--- src/rtl/lade_speicher_einheit.sv ---
// Load/store unit: one word-addressed bus access per request, aligned/extended loads, lane-steered stores.
// Latency: done pulse 2+ cycles after request (1 when misaligned); waits on MemBereit, then on request release.
module lade_speicher_einheit (
   input  logic        Clock,
   input  logic        Reset,
   input  logic        LoadDatenSignal,
   input  logic        StoreDatenSignal,
   input  logic [31:0] Adresse,
   input  logic [31:0] SchreibDaten,
   input  logic [2:0]  Funct3,
   output logic [31:0] LadeDaten,
   output logic        DatenGeladen,
   output logic        DatenGespeichert,
   output logic        Fehlausrichtung,
   output logic [31:0] MemAdresse,
   output logic [31:0] MemSchreibDaten,
   output logic [3:0]  MemByteEnable,
   output logic        MemLesen,
   output logic        MemSchreiben,
   input  logic        MemBereit,
   input  logic [31:0] MemLeseDaten
);

   typedef enum logic [1:0] {
      IDLE,
      ZUGRIFF,
      FERTIG,
      FREIGABE
   } zustandTyp;

   zustandTyp zustand;
   zustandTyp naechsterZustand;

   logic        istLoad;
   logic [1:0]  versatz;
   logic [2:0]  breiteReg;

   logic        annehmen;
   logic        ladeNext;
   logic        istByte;
   logic        istHalb;
   logic        fehlAktuell;
   logic [31:0] steerDaten;
   logic [3:0]  steerEnable;
   logic [31:0] geschoben;
   logic [31:0] erweitert;
   logic        lesenNext;
   logic        schreibenNext;
   logic        geladenNext;
   logic        gespeichertNext;
   logic        fehlNext;

   // Funct3[1:0] alone selects the width; every encoding other than byte/half is a word.
   always_comb begin
      istByte     = (Funct3[1:0] == 2'b00);
      istHalb     = (Funct3[1:0] == 2'b01);
      fehlAktuell = (istHalb & Adresse[0]) | (~istByte & ~istHalb & (|Adresse[1:0]));
   end

   always_comb begin
      steerDaten  = SchreibDaten;
      steerEnable = 4'b1111;
      if (LoadDatenSignal) begin
         steerEnable = 4'b0000;
      end else if (istByte) begin
         steerDaten  = {4{SchreibDaten[7:0]}};
         steerEnable = 4'b0001 << Adresse[1:0];
      end else if (istHalb) begin
         steerDaten  = {2{SchreibDaten[15:0]}};
         steerEnable = Adresse[1] ? 4'b1100 : 4'b0011;
      end
   end

   // Extraction uses the latched offset/width, since the request inputs may change meanwhile.
   always_comb begin
      geschoben = MemLeseDaten >> {versatz, 3'b000};
      case (breiteReg)
         3'b000:  erweitert = {{24{geschoben[7]}}, geschoben[7:0]};
         3'b100:  erweitert = {24'd0, geschoben[7:0]};
         3'b001:  erweitert = {{16{geschoben[15]}}, geschoben[15:0]};
         3'b101:  erweitert = {16'd0, geschoben[15:0]};
         default: erweitert = geschoben;
      endcase
   end

   always_comb begin
      naechsterZustand = zustand;
      annehmen         = 1'b0;
      case (zustand)
         IDLE: begin
            if (LoadDatenSignal || StoreDatenSignal) begin
               annehmen         = 1'b1;
               naechsterZustand = fehlAktuell ? FERTIG : ZUGRIFF;
            end
         end
         ZUGRIFF: begin
            if (MemBereit) begin
               naechsterZustand = FERTIG;
            end
         end
         FERTIG: begin
            naechsterZustand = FREIGABE;
         end
         FREIGABE: begin
            if (!LoadDatenSignal && !StoreDatenSignal) begin
               naechsterZustand = IDLE;
            end
         end
         default: begin
            naechsterZustand = IDLE;
         end
      endcase
   end

   // All bus/done outputs are flops fed from the next-state decision.
   always_comb begin
      ladeNext        = annehmen ? LoadDatenSignal : istLoad;
      lesenNext       = (naechsterZustand == ZUGRIFF) & ladeNext;
      schreibenNext   = (naechsterZustand == ZUGRIFF) & ~ladeNext;
      geladenNext     = (naechsterZustand == FERTIG) & ladeNext;
      gespeichertNext = (naechsterZustand == FERTIG) & ~ladeNext;
      fehlNext        = annehmen & fehlAktuell;
   end

   always_ff @(posedge Clock) begin
      if (Reset) begin
         zustand          <= IDLE;
         istLoad          <= 1'b0;
         versatz          <= 2'b00;
         breiteReg        <= 3'b000;
         LadeDaten        <= 32'd0;
         DatenGeladen     <= 1'b0;
         DatenGespeichert <= 1'b0;
         Fehlausrichtung  <= 1'b0;
         MemAdresse       <= 32'd0;
         MemSchreibDaten  <= 32'd0;
         MemByteEnable    <= 4'b0000;
         MemLesen         <= 1'b0;
         MemSchreiben     <= 1'b0;
      end else begin
         zustand          <= naechsterZustand;
         DatenGeladen     <= geladenNext;
         DatenGespeichert <= gespeichertNext;
         Fehlausrichtung  <= fehlNext;
         MemLesen         <= lesenNext;
         MemSchreiben     <= schreibenNext;
         if (annehmen) begin
            istLoad         <= LoadDatenSignal;
            versatz         <= Adresse[1:0];
            breiteReg       <= Funct3;
            MemAdresse      <= {Adresse[31:2], 2'b00};
            MemSchreibDaten <= steerDaten;
            MemByteEnable   <= steerEnable;
         end
         if (annehmen && LoadDatenSignal && fehlAktuell) begin
            LadeDaten <= 32'd0;
         end else if ((zustand == ZUGRIFF) && MemBereit && istLoad) begin
            LadeDaten <= erweitert;
         end
      end
   end

endmodule

--- config.mk ---
export PLATFORM = sky130hd
export DESIGN_NAME = lade_speicher_einheit
export DESIGN_NICKNAME = d
export VERILOG_FILES = /design/src/rtl/lade_speicher_einheit.sv
export SDC_FILE = /design/constraint.sdc
export NUM_CORES = 1
export LEC_CHECK = 0
export BUFFER_PORTS_ARGS = -buffer_cell sky130_fd_sc_hd__buf_4
export CAP_MARGIN = 25
export CELL_PAD_IN_SITES_DETAIL_PLACEMENT = 1
export CELL_PAD_IN_SITES_GLOBAL_PLACEMENT = 1
export CORE_MARGIN = 3
export CORE_UTILIZATION = 37
export CTS_BUF_LIST = sky130_fd_sc_hd__clkbuf_2 sky130_fd_sc_hd__clkbuf_4 sky130_fd_sc_hd__clkbuf_8
export CTS_CLUSTER_SIZE = 25
export DETAILED_ROUTE_END_ITERATION = 8
export PLACE_DENSITY_LB_ADDON = 0.08
export SYNTH_ARGS = -nofsm -noshare
export SYNTH_HDL_FRONTEND = slang
export SYNTH_SLANG_ARGS = --single-unit
--- constraint.sdc ---
create_clock -name Clock -period 3.37 [get_ports Clock]
set_input_delay 0.337 -clock Clock [delete_from_list [all_inputs] [get_ports Clock]]
set_output_delay 0.337 -clock Clock [all_outputs]
set_load 0.1 [all_outputs]
Yosys cells after proc, flatten, opt, wreduce, memory -nomap -nowiden
Cells that the tools add are included.
{"block": "totals", "latchBits": 0, "n_memories": 0, "regBits": 111, "rom_bits": 0, "mem_bits_rw": 0, "wordCells": 65, "output_inout_bits": 105, "in_bits": 104}
{"block": "op_classes", "n_reduce_logical": 13, "div_mod_pow": 0, "multipliers": 0, "n_addsub": 0, "bitwise_logic": 12, "eq_ne": 9, "shifts": 2, "mux": 16, "n_lt_le_gt_ge": 0}
{"cell": "$pmux W32 S4", "count": 1}
{"cell": "$mux W32", "count": 3}
{"cell": "$shr A32 B5 Y32", "count": 1}
{"cell": "$mux W4", "count": 4}
{"cell": "$and A1 B1 Y1", "count": 8}
{"cell": "$mux W2", "count": 4}
{"cell": "$pmux W2 S4", "count": 1}
{"cell": "$eq A2 B1 Y1 const B", "count": 3}
{"cell": "$eq A2 B2 Y1 const B", "count": 3}
{"cell": "$eq A3 B3 Y1 const B", "count": 2}
{"cell": "$logic_and A1 B1 Y1", "count": 5}
{"cell": "$logic_not A2 Y1", "count": 2}
{"cell": "$reduce_or A2 Y1", "count": 2}
{"cell": "$shl A1 B2 Y4 const A", "count": 1}
{"cell": "$eq A3 B1 Y1 const B", "count": 1}
{"cell": "$logic_not A3 Y1", "count": 1}
{"cell": "$mux W1", "count": 3}
{"cell": "$not A1 Y1", "count": 3}
{"cell": "$logic_not A1 Y1", "count": 2}
{"cell": "$logic_or A1 B1 Y1", "count": 1}
{"cell": "$or A1 B1 Y1", "count": 1}

Depth between registers and ports, before layout
Gate-level depths: netlist (run 1).
{"block": "depth", "ltp_word": 10, "ltp_mapped": 7, "depth_no_buf": 4}

Least setup slack after synthesis (run 1)
OpenSTA, ideal clock, no wires.
{"block": "synth_timing", "path_kind": "register -> register", "start": "register versatz[1]", "end": "register LadeDaten[21]", "synth_period_minus_slack_ns": 1.787, "stages_incl_launch_ff": 6, "setup_time_ns": 0.060, "path_slack_ns": 1.583, "t_required_ns": 3.310, "n_path_buf": 2, "arrival_ns": 1.727, "path_cell_list": "dfxtp_1 clkbuf_1 mux4_2 o31ai_4 buf_6 o221a_2"}
{"block": "synth_via", "elab_chain_len": 2}
{"element": "start: declaration", "line": "35", "source": "logic [1:0] versatz;"}
{"element": "start signal: assignment", "line": "149", "source": "versatz <= Adresse[1:0];"}
{"element": "$shr A32 B5 Y32", "line": "76", "source": "geschoben = MemLeseDaten >> {versatz, 3'b000};"}
{"element": "$pmux W32 S4", "line": "77", "source": "case (breiteReg)"}
{"element": "end signal: assignment", "line": "158", "source": "LadeDaten <= erweitert;"}
{"element": "end: declaration", "line": "11", "source": "output logic [31:0] LadeDaten,"}
No other way between the ends.
A chain may end at the register's enable or synchronous reset.

Final worst setup path (run 1)
{"block": "layout_timing", "start": "register versatz[1]", "end": "register LadeDaten[19]"}
Same word-level chain as after synthesis.

==> results of run 1 <==
[report_power, final]
group	switching (mW)	internal [mW]
sequential	0.0783	1.44
combinational	1.24	0.392
clock	0.459	0.361
[sequential cells by signal (all words and copies together), names as in the netlist]
register and cells:
istLoad 1, MemLesen 1, versatz 2, zustand 2, Fehlausrichtung 1, DatenGespeichert 1, MemSchreibDaten 32, LadeDaten 32
MemAdresse 30, DatenGeladen 1, breiteReg 3, MemByteEnable 4, MemSchreiben 1
[critical path, delay by kind of cell (launching register included)]
| kind | cells | cell delay, ns |
|---|---|---|
| AOI/OAI and AO/OA | 2 | 0.87 |
| muxes | 1 | 0.57 |
| DFF | 1 | 0.32 |
| buffers and inverters | 1 | 0.27 |
[kinds of logic after synthesis]
kind of cell / Yosys count / synth area share, %
AND/OR/NAND/NOR: 208 / 18.2
AO/OA/AOI/OAI: 147 / 20.8
flip-flops: 111 / 46.7
buffers and inverters: 51 / 4.60
multiplexers: 43 / 9.75
other: 1 / 0.0787
[metal layers]
layer,track usage [%],share of wire (%),vias up
met5,0,0,-
met4,6.94,1.8,0
met3,6.36,8.0,18
met2,33.8,47,138
met1,28.3,43,2272
li1,-,-,2309
[final cells by class]
class / instances / area [um2] / share of cell area (%)
sequential: 111 / 2220 / 33.8
inverter: 2 / 7.51 / 0.114
clock inverter: 6 / 60.1 / 0.912
timing repair buffer: 215 / 1610 / 24.5
multi-input combinational: 400 / 2330 / 35.4
tap: 168 / 210 / 3.19
clock buffer: 10 / 138 / 2.09
[through the flow]
step	instance area (um2)	total power, mW	hold slack [ns]
after CTS	6580	4.01	0.173
after floorplan	4770	2.77	0.463
after detailed placement	6380	3.19	0.446
final	6580	3.97	0.196
after global routing	6580	4.16	0.180
after global placement	6380	3.16	0.442
[synthesized netlist by cell type, types with 3 or more instances]
master       n
buf_1        5
nor2_1      40
o2bb2ai_1    8
nand2_1    133
nand2b_1     3
o211ai_1    15
dfxtp_1    111
nor2b_1      3
a211oi_1     8
clkbuf_1    36
mux2i_1     34
o21ai_0     11
and2_1       8
buf_2        4
a311oi_1     8
nor3_1      12
a21oi_1     74
o221a_2     16
mux2_2       7
[final timing paths]
check                                        end  depth (start not counted)
worst max-delay path               LadeDaten[19]                          4
worst min-delay path               MemAdresse[2]                          3
worst max register to register     LadeDaten[19]                          4
worst min register to register  MemByteEnable[2]                          2
==> results.md, run 1 <==
- Outcome: finished clean
- Slowest cell on crit path: mux4_2
- EDFF count, synth: 0
- Synth Cell Area: 4760 um2
- DR pass1 iterations: 4
- Min-delay worst type: in -> reg
- CTS tree: done
- First-pass GRT wire length: 25,000 um
- Post-CTS sizing: 0
- Least-Margin Pin Slew: 0.879 ns
- Placer congestion estimate: 0.863
- Area of the core: 12,300 um2
- Worst slack, placed: 1.28 ns
- Post-synth top flop: dfxtp_1
- Dpl cells: 896
- Wire per inst: 17.1 um
- Arr. time, crit path: 2.40 ns
- Die footprint: 14,300 um2
- Synthesis-to-layout area growth: 38.2%
- Hold Startpoint: Adresse[2]
- Antenna-violating nets left: 0
- Synthesized area per cell: 8.49 um2
- Largest area contributor in the netlist: dfxtp_1
- DRC violations left: 0
- # IOs: 209
- Period utilisation layout: 61.9%
- YS warnings: 0
- Startpoint types: flop
- Flops & latches, synth: 111
- Vias in the first global route: 4,792
- Highest-count cells in the layout ignoring fill and taps: buf_4 (215), nand2_1 (133), dfxtp_1 (111)
- DR vias/cell: 5.19
- RSZ-0062 raised after global routing: no
- # setup viols final: 0
- Fraction of layout cells with a size suffix above 1: 35.2%
- Fillcell total: 1,511
- Synth unique cells: 37
- Worst Setup Path Type: reg -> reg
- Vias: 4,737
- Rows: 40
- CTS Buf Count: 9
- Synth area leaders: dfxtp_1 (47%), nand2_1 (10%), a21oi_1 (7.8%), mux2i_1 (7.1%), o221a_2 (3.8%)
- Layout Skew: 0.0119 ns
- Fin. Hold Viols: 0
- Reg-to-Reg Start: versatz[1]
- Clock root cell: clkbuf_8
- Power Density: 603 nW/um2
- Hpwl dp: 11,700 um
- CTS Hold Bufs: 0
- Starting density of the core: 38.7%
- Worst reg-to-reg setup slack: 1.29 ns
- Post-synthesis sequential area ratio: 46.7%
- Initial antenna violation count: 0
- Drt initial violations: 298
- Worst Path Max Fanout: 27
- GRT Total Usage: 21.5%
- Antenna diodes: 0
- Largest net degree at the start of global routing: 55
- Crit-path cells: buf_4 > mux4_2 > o31ai_4 > o221a_2
- Slew HR: 41.0%
- Worst-path clk slew: 0.11 ns
- Die height: 119 um
- Mapped Cells: 561
- Crit end category: flop
- Maximum vdd ir drop: 0.266 mV
- H-tree Lvls: 3
- CP Data Required Time: 3.69 ns
- IO Port Bufs: 206
- Non-Filler Instances: 912
- Post-synth ARST share: 0%
- Clock latency on the worst-skew pair: 0.38 ns
- Max Transition Viols Final: 0
- Share of the synthesized area in the top cell type: 46.7%
- Tmin final: 2.08 ns
- Detailed Route WL: 15,600 um
- Total gr overflow: 0
- Clock tree buffer depth: 2
- Num Clock Sinks: 111
- Layout Utilization: 53.5%
- Post-CTS setup buffers: 0
- Critical Path Start: versatz[1]
- Leading cell type in the layout, fill and taps excluded: buf_4
- Layout Nets: 843
- Worst path max stage delay: 0.57 ns
- Die W: 119 um
- Final Worst Setup Slack: 1.29 ns
- Fmax: 480 MHz
- Max_cap viols: 0
- Sum Neg Setup Slack: 0 ns
- Leakage Power: 2.81 nW
Note: power is estimated with default switching activity, not from simulation.
==> run 2: changes to the inputs <==
--- a/config.mk
+++ b/config.mk
@@ -10,7 +10,7 @@
 export CELL_PAD_IN_SITES_DETAIL_PLACEMENT = 1
 export CELL_PAD_IN_SITES_GLOBAL_PLACEMENT = 1
 export CORE_MARGIN = 3
-export CORE_UTILIZATION = 37
+export CORE_UTILIZATION = 31
 export CTS_BUF_LIST = sky130_fd_sc_hd__clkbuf_2 sky130_fd_sc_hd__clkbuf_4 sky130_fd_sc_hd__clkbuf_8
 export CTS_CLUSTER_SIZE = 25
 export DETAILED_ROUTE_END_ITERATION = 8
==> constraint.sdc (replaced) <==
create_clock -name Clock -period 1.7 [get_ports Clock]
set_input_delay 0.17 -clock Clock [delete_from_list [all_inputs] [get_ports Clock]]
set_output_delay 0.17 -clock Clock [all_outputs]
set_load 0.1 [all_outputs]
==> run 2 against run 1 <==
Register-to-register slack got worse by 1.3 ns; hold slack got worse by 0.17 ns; design area is 5.2% higher; sequential share of layout area decreased by 1.6 points; fmax is 24% higher; final cell count increased by 4.9%; via count up 1.2%; critical path depth grew 1; global-route usage shrank 1.3 points; non-clock buffer count up 29; die area increased by 18%; critical endpoint is now LadeDaten[28]; largest power group unchanged.
==> results.md, run 2 (synthesized netlist as in run 1, its figures left out) <==
- Wire per inst: 17.9 um
- Startpoint types: flop
- Maximum vdd ir drop: 0.651 mV
- Antenna diodes: 0
- Slew HR: 59.5%
- RSZ-0062 raised after global routing: yes
- Leading cell type in the layout, fill and taps excluded: buf_4
- Dpl cells: 924
- DRC violations left: 0
- Fin. Hold Viols: 0
- CP Data Required Time: 2.03 ns
- First-pass GRT wire length: 26,500 um
- Clock latency on the worst-skew pair: 0.39 ns
- Non-Filler Instances: 957
- Hpwl dp: 12,800 um
- Fmax: 597 MHz
- Die W: 130 um
- H-tree Lvls: 3
- Fillcell total: 1,733
- Least-Margin Pin Slew: 0.602 ns
- Die height: 130 um
- Rows: 44
- Highest-count cells in the layout ignoring fill and taps: buf_4 (223), nand2_1 (133), dfxtp_1 (109)
- Worst-path clk slew: 0.10 ns
- Synthesis-to-layout area growth: 45.3%
- # IOs: 209
- Vias in the first global route: 4,980
- DR vias/cell: 5.01
- Worst slack, placed: -0.100 ns
- Period utilisation layout: 98.6%
- Vias: 4,795
- Arr. time, crit path: 2.01 ns
- Fraction of layout cells with a size suffix above 1: 36.4%
- Layout Nets: 872
- Largest regs: LadeDaten x32, MemSchreibDaten x32, MemAdresse x30
- GRT Total Usage: 20.2%
- Sum Neg Setup Slack: 0 ns
- Max Transition Viols Final: 0
- DR pass1 iterations: 4
- Die footprint: 16,900 um2
- Largest net degree at the start of global routing: 67
- # setup viols final: 0
- Clock root cell: clkbuf_8
- Worst hold margin: 0.0279 ns
- Area of the core: 14,800 um2
- Num Clock Sinks: 111
- Worst Setup Path Type: reg -> reg
- Drt initial violations: 194
- Final Worst Setup Slack: 0.0236 ns
- Power Density: 1140 nW/um2
- Min-delay worst type: in -> reg
- Crit end category: flop
- Initial antenna violation count: 0
- Max_cap viols: 0
- Outcome: finished clean
- Power Total: 7.87 mW
- IO Port Bufs: 206
- Antenna-violating nets left: 0
- Placer congestion estimate: 0.849
- Leakage Power: 2.94 nW
- Worst Path Max Fanout: 16
- Tmin final: 1.68 ns
- Total gr overflow: 0
- Detailed Route WL: 17,100 um
- Clock tree buffer depth: 2
- Layout Skew: 0.00934 ns
- CTS tree: done
- CTS Buf Count: 9
- Starting density of the core: 32.3%
- Post-CTS setup buffers: 0
==> run 2: repair_timing <==
item,4_1_cts,5_1_grt
resized for setup,2,9
hold buffers,16,1
hold endpoints to repair,16,1
setup endpoints to repair,24,45
==> run 2: critical path, stage by stage (launching register included) <==
cell and delay (ns):
dfxtp_4 0.39, mux2i_1 0.14, mux4_2 0.50, o31ai_4 0.22
buf_12 0.18, o221a_2 0.19
==> run 2: layer usage <==
layer | global-route usage [%] | vias to the layer above | share of wire (%)
li1 | - | 2361 | -
met1 | 25.8 | 2269 | 44
met2 | 33.2 | 152 | 47
met3 | 6.59 | 13 | 7.4
met4 | 4.83 | 0 | 1.2
met5 | 0 | - | 0
==> run 2: metrics by stage <==
| stage | utilization [%] | cell area (um2) |
|---|---|---|
| after floorplan | - | 4770 |
| after global placement | 44.3 | 6530 |
| after detailed placement | 44.3 | 6530 |
| after CTS | 46.6 | 6870 |
| after global routing | 46.9 | 6920 |
| final | 46.9 | 6920 |
==> run 2: report_power, final <==
group | total, mW | internal (mW) | switching [mW]
clock | 1.49 | 0.558 | 0.930
combinational | 3.37 | 0.861 | 2.50
sequential | 3.01 | 2.85 | 0.164
==> run 2: area by class of cell <==
| type | count | area [um2] | share of cell area, % |
|---|---|---|---|
| multi-input cells | 400 | 2360 | 34.1 |
| repair buffers | 244 | 1920 | 27.7 |
| clock inverters | 6 | 46.3 | 0.669 |
| inverters | 2 | 7.51 | 0.108 |
| flip-flops and latches | 111 | 2230 | 32.2 |
| clock buffers | 10 | 131 | 1.90 |
| well taps | 184 | 230 | 3.33 |
==> run 2: final timing paths <==
| path | startpoint | end | slack, ns | cells after the start |
|---|---|---|---|---|
| max | versatz[0] | LadeDaten[28] | 0.02 | 5 |
| min | Adresse[6] | MemAdresse[6] | 0.03 | 3 |
| max reg2reg | versatz[0] | LadeDaten[28] | 0.02 | 5 |
| min reg2reg | MemByteEnable[2] | MemByteEnable[2] | 0.46 | 2 |
==> run 3: changes to the inputs <==
--- a/config.mk
+++ b/config.mk
@@ -9,7 +9,6 @@
 export CAP_MARGIN = 25
 export CELL_PAD_IN_SITES_DETAIL_PLACEMENT = 1
 export CELL_PAD_IN_SITES_GLOBAL_PLACEMENT = 1
-export CORE_MARGIN = 3
 export CORE_UTILIZATION = 31
 export CTS_BUF_LIST = sky130_fd_sc_hd__clkbuf_2 sky130_fd_sc_hd__clkbuf_4 sky130_fd_sc_hd__clkbuf_8
 export CTS_CLUSTER_SIZE = 25
==> constraint.sdc (replaced) <==
create_clock -name Clock -period 1.7 [get_ports Clock]
set_input_delay 0.085 -clock Clock [delete_from_list [all_inputs] [get_ports Clock]]
set_output_delay 0.085 -clock Clock [all_outputs]
set_load 0.1 [all_outputs]
==> run 3 against run 2 <==
Core utilization grew 2.3 points; global-route usage grew 1.8 points; largest cell class unchanged; wire length grew 0.55%; sequential power is essentially flat; final cell count grew 3.2%; sequential share of layout area shrank 1.5 points; via count grew 3.9%; non-clock buffer count grew 31; die area shrank 6.1%; hold slack lost 0.0022 ns; critical path depth is the same; design area grew 4.8%.
==> results.md, run 3 (synthesized netlist as in run 1, its figures left out) <==
- FF+latch area: 2230 um2
- Synthesis-to-layout area growth: 52.3%
- Arr. time, crit path: 2.01 ns
- Post-CTS setup buffers: 0
- Placer congestion estimate: 0.802
- Die height: 126 um
- Leading cell type in the layout, fill and taps excluded: buf_4
- Maximum vdd ir drop: 0.665 mV
- Largest regs: LadeDaten x32, MemSchreibDaten x32, MemAdresse x30
- Leakage Power: 3.09 nW
- Max Transition Viols Final: 0
- Critical Path Start: versatz[0]
- Area of the multi-input gates: 2350 um2
- Crit end category: flop
- Least-Margin Pin Slew: 0.646 ns
- R2R depth: 5
- Crit-path cells: mux2i_2 > mux4_2 > o31ai_4 > buf_12 > o221a_2
- Worst Path Max Fanout: 16
- Startpoint types: flop
- GRT Total Usage: 22.0%
- Starting density of the core: 32.3%
- Power Density: 1130 nW/um2
- Slowest cell on crit path: mux4_2
- Initial antenna violation count: 0
- Area of the core: 14,800 um2
- IO Port Bufs: 206
- Non-Filler Instances: 988
- Die W: 126 um
- Rows: 44
- # setup viols final: 0
- Detailed Route WL: 17,200 um
- Clock latency on the worst-skew pair: 0.38 ns
- Worst Setup Path Type: reg -> reg
- Min-delay worst type: in -> reg
- DRC violations left: 0
- CTS tree: done
- Antenna diodes: 0
- Antenna-violating nets left: 0
- Layout Skew: 0.00776 ns
- Worst-path clk slew: 0.10 ns
- Hpwl dp: 12,200 um
- Reg2reg end: LadeDaten[27]
- DR vias/cell: 5.04
- First-pass GRT wire length: 27,600 um
- H-tree Lvls: 3
- Cell family with most CP delay: multiplexers
- Highest-count cells in the layout ignoring fill and taps: buf_4 (225), nand2_1 (133), dfxtp_1 (109)
- Layout Nets: 903
- Clock tree buffer depth: 2
- Sum Neg Setup Slack: 0 ns
- Slew HR: 56.5%
- CP Data Required Time: 2.03 ns
- Fillcell total: 1,764
- Drt initial violations: 273
- Tmin final: 1.68 ns
- Total gr overflow: 0
- Fmax: 595 MHz
- Reg-to-Reg Start: versatz[0]
- Vias: 4,980
- Vias in the first global route: 5,358
- CTS Buf Count: 9
- Fin. Hold Viols: 0
- # IOs: 209
- Dpl cells: 925
- DR pass1 iterations: 4
- Die footprint: 15,900 um2
- Max_cap viols: 0
- Clock root cell: clkbuf_8
- Wire per inst: 17.4 um
- RSZ-0062 raised after global routing: yes
- Crit path to: LadeDaten[27]
- CP Depth: 5
- Largest net degree at the start of global routing: 52
- Fraction of layout cells with a size suffix above 1: 35.1%
- Num Clock Sinks: 111
- Period utilisation layout: 98.9%
- Worst reg-to-reg setup slack: 0.02 ns
- Worst path max stage delay: 0.50 ns
- Outcome: finished clean
- Buffers & Inverters on Critical Path: 1
run 3: cell count changes in the layout (fill, tap and decap cells not counted), moves of 2 or more:
cell,delta
dlygate4sd3_1,+30
buf_4,+2
bufinv_16,+2
clkinv_4,-2
run 3: metrics by stage:
stage,cell area [um2],util [%],power (mW),worst slack [ns],hold WS [ns]
final,7250,49.2,8.19,0.0188,0.0257
after global routing,7250,49.2,8.56,-0.0424,0.00226
after CTS,7230,49.0,8.25,0.0164,0.000236
after detailed placement,6540,44.3,6.41,-0.0554,0.341
after global placement,6540,44.3,6.34,0.00858,0.333
after floorplan,4770,-,5.50,-0.0181,0.221
run 3: how the worst min path moves through the flow:
stage | start | end | slack, ns | cells past startpoint
5_1_grt | SchreibDaten[23] | MemSchreibDaten[23] | 0.002 | 3
6_report | SchreibDaten[27] | MemSchreibDaten[27] | 0.03 | 3
3_3_place_gp | Adresse[23] | MemAdresse[23] | 0.33 | 3
3_5_place_dp | Adresse[13] | MemAdresse[13] | 0.34 | 3
2_1_floorplan | Funct3[2] | breiteReg[2] | 0.22 | 2
4_1_cts | SchreibDaten[27] | MemSchreibDaten[27] | 0.0002 | 3
run 3: where the power goes:
part / internal (mW) / switching [mW] / total, mW
clock: 0.842 / 0.901 / 1.74
sequential: 2.85 / 0.162 / 3.01
combinational: 0.911 / 2.52 / 3.44
run 3: layer usage:
metal / track usage, % / routed length (um)
met4: 7.73 / 384
met1: 26.2 / 7590
met2: 37.9 / 8270
met5: 0 / 0
met3: 5.95 / 967
run 3: what timing repair did:
item / in CTS / in global routing
endpoints found under the setup margin: 25 / 31
gates resized for setup: 1 / 8
endpoints found under the hold margin: 47 / 0
hold buffers: 47 / 0
run 3: area by class of cell:
| type | count | share of cell area [%] |
|---|---|---|
| Tap cell | 184 | 3.17 |
| Timing Repair Buffer | 275 | 30.6 |
| Inverter | 2 | 0.103 |
| Multi-Input combinational cell | 400 | 32.4 |
| Clock buffer | 10 | 1.81 |
| Sequential cell | 111 | 30.7 |
| Clock inverter | 6 | 1.17 |
run 3: worst reg2reg max path: stages (launching register included):
cell and delay (ns):
dfxtp_4 0.38, mux2i_2 0.17, mux4_2 0.50, o31ai_4 0.22, buf_12 0.18, o221a_2 0.19
